`config.mk`:
```
export PLATFORM = sky130hd
export DESIGN_NAME = memory_dump_unit
export DESIGN_NICKNAME = d
export VERILOG_FILES = /design/src/rtl/loader_pkg.sv /design/src/rtl/memory_dump_unit_serializer.sv /design/src/rtl/memory_dump_unit.sv
export SDC_FILE = /design/constraint.sdc
export NUM_CORES = 1
export LEC_CHECK = 0
export ABC_CLOCK_PERIOD_IN_PS = 3500
export CORE_UTILIZATION = 50
export DETAILED_ROUTE_END_ITERATION = 6
export PLACE_DENSITY = 0.9
export SYNTH_ARGS = -nofsm -noshare
export SYNTH_HDL_FRONTEND = slang
export SYNTH_HIERARCHICAL = 1
export SYNTH_SLANG_ARGS = --single-unit
```
`constraint.sdc`:
```
create_clock -name clk_i -period 3.5 [get_ports clk_i]
set_input_delay 0.35 -clock clk_i [delete_from_list [all_inputs] [get_ports clk_i]]
set_output_delay 0.35 -clock clk_i [all_outputs]
set_load 0.02 [all_outputs]
```
`src/rtl/loader_pkg.sv`:
```
// Shared definitions for the UART loader / memory dump pair: protocol bytes, widths
// and the dump engine state encoding.
package loader_pkg;

  localparam int unsigned SIZE_W     = 16;
  localparam int unsigned WORD_BYTES = 4;

  localparam logic [7:0] ACK_LOAD = 8'hF1;
  localparam logic [7:0] ACK_DUMP = 8'hF2;

  typedef enum logic [3:0] {
    S_IDLE,
    S_SIZE_HI,
    S_SIZE_LO,
    S_CHECK,
    S_READ,
    S_WAIT_MEM,
    S_LATCH,
    S_SEND_BYTE,
    S_WAIT_TX,
    S_SEND_END,
    S_WAIT_END,
    S_DONE
  } dump_state_t;

endpackage

```
`src/rtl/memory_dump_unit_serializer.sv`:
```
// Word-to-byte serializer: holds one memory word and presents it LSB-first, one byte
// per advance strobe, flagging the final byte of the word.
module word_serializer
  import loader_pkg::*;
(
  input  logic                      clk_i,
  input  logic                      rst_i,
  input  logic                      load_i,
  input  logic                      advance_i,
  input  logic [8*WORD_BYTES-1:0]   word_i,
  output logic [7:0]                byte_o,
  output logic                      last_o
);

  localparam int unsigned IdxW = $clog2(WORD_BYTES);

  logic [8*WORD_BYTES-1:0] r_shift;
  logic [IdxW-1:0]         r_idx;

  always_ff @(posedge clk_i) begin
    if (rst_i) begin
      r_shift <= '0;
      r_idx   <= '0;
    end else if (load_i) begin
      r_shift <= word_i;
      r_idx   <= '0;
    end else if (advance_i) begin
      r_shift <= r_shift >> 8;
      r_idx   <= r_idx + 1'b1;
    end
  end

  assign byte_o = r_shift[7:0];
  assign last_o = (r_idx == IdxW'(WORD_BYTES - 1));

endmodule

```
`src/rtl/memory_dump_unit.sv`:
```
// Read-back DMA engine: receives a 16-bit word count over UART, streams that many memory
// words out LSB-first over UART TX, then sends a trailer byte and reports done.
module memory_dump_unit
  import loader_pkg::*;
#(
  parameter logic [7:0]  END_BYTE    = ACK_DUMP,
  parameter int unsigned MEM_LATENCY = 1
) (
  input  logic        clk_i,
  input  logic        rst_i,
  input  logic        grant_i,
  input  logic        target_select_i,
  output logic        done_o,
  input  logic [7:0]  rx_data_i,
  input  logic        rx_ready_i,
  output logic [7:0]  tx_data_o,
  output logic        tx_start_o,
  input  logic        tx_done_i,
  output logic        mem_read_enable_o,
  output logic        mem_target_o,
  output logic [31:0] mem_addr_o,
  input  logic [31:0] mem_data_i
);

  dump_state_t       r_state, w_state_next;
  logic [SIZE_W-1:0] r_size;
  logic [SIZE_W-1:0] r_count;
  logic              r_target;
  logic [31:0]       r_addr;

  logic       w_abort;
  logic       w_load;
  logic       w_advance;
  logic [7:0] w_byte;
  logic       w_last;

  // Losing the grant mid-transfer abandons the dump without a trailer.
  assign w_abort = !grant_i && (r_state != S_IDLE) && (r_state != S_DONE);

  assign w_load    = (r_state == S_LATCH);
  assign w_advance = (r_state == S_WAIT_TX) && tx_done_i;

  word_serializer u_serializer (
    .clk_i     (clk_i),
    .rst_i     (rst_i),
    .load_i    (w_load),
    .advance_i (w_advance),
    .word_i    (mem_data_i),
    .byte_o    (w_byte),
    .last_o    (w_last)
  );

  always_ff @(posedge clk_i) begin
    if (rst_i) begin
      r_state  <= S_IDLE;
      r_size   <= '0;
      r_count  <= '0;
      r_target <= 1'b0;
      r_addr   <= '0;
    end else begin
      r_state <= w_state_next;
      if (r_state == S_IDLE && grant_i) begin
        r_target <= target_select_i;
      end
      if (!w_abort) begin
        if (r_state == S_SIZE_HI && rx_ready_i) begin
          r_size[15:8] <= rx_data_i;
        end
        if (r_state == S_SIZE_LO && rx_ready_i) begin
          r_size[7:0] <= rx_data_i;
          r_count     <= '0;
        end
        // Address is captured on the way into S_READ and then held.
        if (r_state == S_CHECK && r_count != r_size) begin
          r_addr <= {{(32 - SIZE_W){1'b0}}, r_count};
        end
        if (w_advance && w_last) begin
          r_count <= r_count + 1'b1;
        end
      end
    end
  end

  always_comb begin
    w_state_next = r_state;
    unique case (r_state)
      S_IDLE:      if (grant_i) w_state_next = S_SIZE_HI;
      S_SIZE_HI:   if (rx_ready_i) w_state_next = S_SIZE_LO;
      S_SIZE_LO:   if (rx_ready_i) w_state_next = S_CHECK;
      S_CHECK:     w_state_next = (r_count == r_size) ? S_SEND_END : S_READ;
      S_READ:      w_state_next = (MEM_LATENCY > 1) ? S_WAIT_MEM : S_LATCH;
      S_WAIT_MEM:  w_state_next = S_LATCH;
      S_LATCH:     w_state_next = S_SEND_BYTE;
      S_SEND_BYTE: w_state_next = S_WAIT_TX;
      S_WAIT_TX:   if (tx_done_i) w_state_next = w_last ? S_CHECK : S_SEND_BYTE;
      S_SEND_END:  w_state_next = S_WAIT_END;
      S_WAIT_END:  if (tx_done_i) w_state_next = S_DONE;
      S_DONE:      if (!grant_i) w_state_next = S_IDLE;
      default:     w_state_next = S_IDLE;
    endcase
    if (w_abort) begin
      w_state_next = S_IDLE;
    end
  end

  always_comb begin
    done_o            = (r_state == S_DONE);
    tx_start_o        = (r_state == S_SEND_BYTE) || (r_state == S_SEND_END);
    mem_read_enable_o = (r_state == S_READ);
    mem_target_o      = r_target;
    mem_addr_o        = r_addr;
    tx_data_o         = 8'h00;
    if (r_state == S_SEND_BYTE || r_state == S_WAIT_TX) begin
      tx_data_o = w_byte;
    end else if (r_state == S_SEND_END || r_state == S_WAIT_END) begin
      tx_data_o = END_BYTE;
    end
  end

endmodule

```
==> impl_metrics.csv <==
group,metric,value,unit
cts,cts_tree,"built",
yosys,synthMuxAreaShare,0.1117,
power_and_ir_drop,portion_of_total_power_attributed_to_the_clock_network,0.370,
critical_path,endpoint_kind,"output port",
sta,final-setup-viol-count,0,
layout,drive_gt1_frac,0.06463,
die,die_footprint,9553,um2
die,core_outline_area,8806,um2
critical_path,cpLargestDelayFamily,"flip-flops",
power_and_ir_drop,p_switching,570.5,uW
yosys,synth_largest_type_area_fraction,0.3800,
critical_path,critical_path.slowest_cell,"dfxtp_1",
yosys,yosys-top-cells-area,"dfxtp_1 (38%), mux2i_1 (11%), nand2b_1 (4.8%)",
place,dp_cells,649,
critical_path,cp_max_fo,21,
place,gp_weighted_congestion,0.8357,
cts,cts.repair_timing.setup_buffer_count,0,
global_route,grt_pass1_wl,16190,um
layout,num-nets-final,600,
sta,slew_limit_headroom,0.3750,
drt,final_antenna_net_count,0,
cts,clock_tree.htree_level_count,3,
drt,drtIter0Drc,209,
sta,drv_slew,0,
die,floorplan.io_pins,90,
sta,clock-skew-final,0.01993,ns
worst_hold_path,min-delay-path-class,"input pin to flip-flop",
drt,routed-via-count,3658,
cts,clk_pin_slew,0.09,ns
power_and_ir_drop,power_report.internal_total,1.548,mW
critical_path,cp_num_cells,5,
critical_path,path_buf_inv,1,
critical_path,type_of_the_setup_path_with_the_least_slack,"flip-flop to output port",
sta,rsz0062_at_grt,"no",
power_and_ir_drop,power-per-cell-area,393.9,nW/um2
yosys,synth-adder-area-share,0.005460,
critical_path,crit_path_start_kind,"flip-flop",
worst_hold_path,hold_path_depth,2,
cts,post_cts_resized,0,
drt,routed_wl_per_cell,14.71,um
critical_path,crit_chain,"nand2_1 > nor2_1 > a21o_1 > and2_1 > clkdlybuf4s50_1",
drt,drc_errors,14,
sta,maxClockFrequency,324.9,MHz
yosys,yosysUniqueCellTypes,48,
yosys,postSynthCellCount,512,
die,standard_cell_row_count,34,
die,die_w,97.74,um
critical_path,reg2reg_depth,4,
sta,timing.setup.tns,0,ns
sta,timing.final.crit_share,0.8795,
place,detailed_place_hpwl,6748,um
cts,tritoncts_num_sinks,87,
yosys,sequential_element_share_of_the_synthesized_area,0.3800,
power_and_ir_drop,combPwrFrac,0.133,
yosys,postSynthAreaPerCell,8.951,um2
yosys,synth_xor_xnor_area_share,0.06115,
power_and_ir_drop,netSwitchingFraction,0.2693,
yosys,synth-async-reset-ratio,0,
power_and_ir_drop,p_leak,1.838,nW
yosys,synthesis.area,4583,um2
yosys,yosys.cell_count.top_type,"dfxtp_1",
cts,cts_root_buf,"clkbuf_8",
critical_path,timing.critical_path.arrival,2.73,ns
place,numPortBuffers,73,
status,outcome,"complete, but fails checks",
yosys,synth_simple_gate_area_frac,0.2269,
layout,synthToLayoutAreaGrowth,17.36,%
status,failed_checks,"design-rule violations",
yosys,yosysWarnings,6,
cts,cts_made_buffers,9,
power_and_ir_drop,peakVddDrop,0.0001860,V
layout,antenna-diode-count,0,
global_route,grt_pass1_vias,3379,
global_route,global_route.overflow_total,0,
global_route,grt_start_max_net_pins,54,
yosys,yosys_register_bits,87,
yosys,synthDominantAreaCellType,"dfxtp_1",
critical_path,timing.critical_path.slowest_cell_delay,0.79,ns
power_and_ir_drop,share_seq_of_total_power,0.497,
yosys,synth_flop_cell,"dfxtp_1",
die,initial_standard_cell_utilization_of_the_core,0.5205,
yosys,synthTopCellsByCount,"dfxtp_1 (87), mux2i_1 (50), nor2_1 (45)",
layout,final_non_filler_cells,665,
die,chipHeight,97.74,um
global_route,grt_util_all_layers,0.2100,
run,cap_violations,0,
yosys,dominant_combinational_cell_family_by_area_after_synthesis,"simple AND/OR/NAND/NOR gates",
cts,cts_hold_repair.buffers,0,
drt,viasPerCell,5.501,
critical_path,timing.critical_path.required,3.15,ns
drt,route.final.wire_length,9784,um
sta,post-route-min-period,3.078,ns
yosys,synth_enable_flop_cells,0,
cts,worstSkewPairLatency,0.36,ns
cts,cts_buffer_depth,2,
drt,number_of_detailed_routing_iterations_run_before_antenna_repair,7,
global_route,antenna_found_initial,0,
sta,report.final.hold_viol_count,0,
sta,timing_worst_slew_pin_value,0.9375,ns
yosys,synth-compound-area-share,0.1278,
## area by class of cell
type | count | area, um2
clock buffers | 9 | 123.9
clock inverters | 7 | 102.6
fillers | 749 | 3427
inverters | 5 | 18.77
multi-input cells | 373 | 2509
flip-flops and latches | 87 | 1742
well taps | 108 | 135.1
repair buffers | 76 | 748.2
## kinds of logic after synthesis
kind of cell	after synthesis
compound gates	83
flops	87
simple gates	189
other cells	1
fa+ha+maj	2
mux	51
buf+inv	67
xor+xnor	32
## per-layer routing
metal / track usage / wire, um
met1: 0.2704 / 4372
met5: 0 / 0
met4: 0.1014 / 210
met3: 0.03937 / 500
met2: 0.3399 / 4701
## stage by stage
step	setup WS, ns	area, um2	util	hold slack [ns]	power (mW)
after CTS	0.4201	5379	0.6108	0.4177	2.133
after global placement	0.9547	5152	0.5851	0.4545	1.346
final	0.4219	5379	0.6108	0.4330	2.119
after floorplan	1.524	4639	-	0.4478	1.277
after global routing	0.2193	5379	0.6108	0.4636	2.213
after detailed placement	0.8128	5152	0.5851	0.4622	1.353
## sequential cells by signal, indices dropped and copies added (netlist names)
register and cells:
u_serializer/r_idx 2, r_count 16, u_serializer/r_shift 32, r_state 4
mem_target_o 1, r_size 16, mem_addr_o 16
## worst reg2reg max path, delay by kind of cell, from the launching register on
kind / cells / cell delay [ns]
multiplexers: 1 / 0.23
AND/OR/NAND/NOR: 2 / 1.25
AO/OA/AOI/OAI: 1 / 0.29
flip-flops: 1 / 0.71
## placed cells by master (no fill, tap or decap), drive strengths merged, types with 3 or more instances in the layout
cell type,count
a2111oi,5
a211oi,28
a21oi,31
and2,6
and3,3
and4,3
buf,4
clkbuf,9
clkdlybuf4s50,72
clkinv,4
conb,16
dfxtp,87
inv,6
mux2i,50
nand2,33
nand2b,35
nand3,6
nand4,7
nor2,45
nor2b,24
nor3,7
nor4,5
o211ai,3
o21ai,4
o22ai,5
or3b,8
xnor2,12
xor2,20
## power groups by stage
| stage | Clock [mW] | Sequential (mW) | Combinational, mW |
|---|---|---|---|
| 2_1_floorplan | 0 | 1.04 | 0.234 |
| 3_3_place_gp | 0 | 1.07 | 0.272 |
| 3_5_place_dp | 0 | 1.08 | 0.278 |
| 4_1_cts | 0.802 | 1.05 | 0.279 |
| 5_1_grt | 0.846 | 1.06 | 0.308 |
| 6_report | 0.785 | 1.05 | 0.281 |
## worst paths after layout
| check | to | start | slack (ns) |
|---|---|---|---|
| hold reg to reg | r_size[0]$_SDFFE_PP0P_ | r_size[0]$_SDFFE_PP0P_ | 0.48 |
| setup reg to reg | u_serializer/r_shift[10]$_SDFFE_PP0P_ | r_state[3]$_SDFFE_PP0P_ | 0.93 |
| setup / recovery | tx_data_o[0] | r_state[1]$_SDFFE_PP0P_ | 0.42 |
| hold / removal | mem_target_o$_SDFFE_PP0P_ | rst_i | 0.43 |
(Power assumes the default switching activity.)
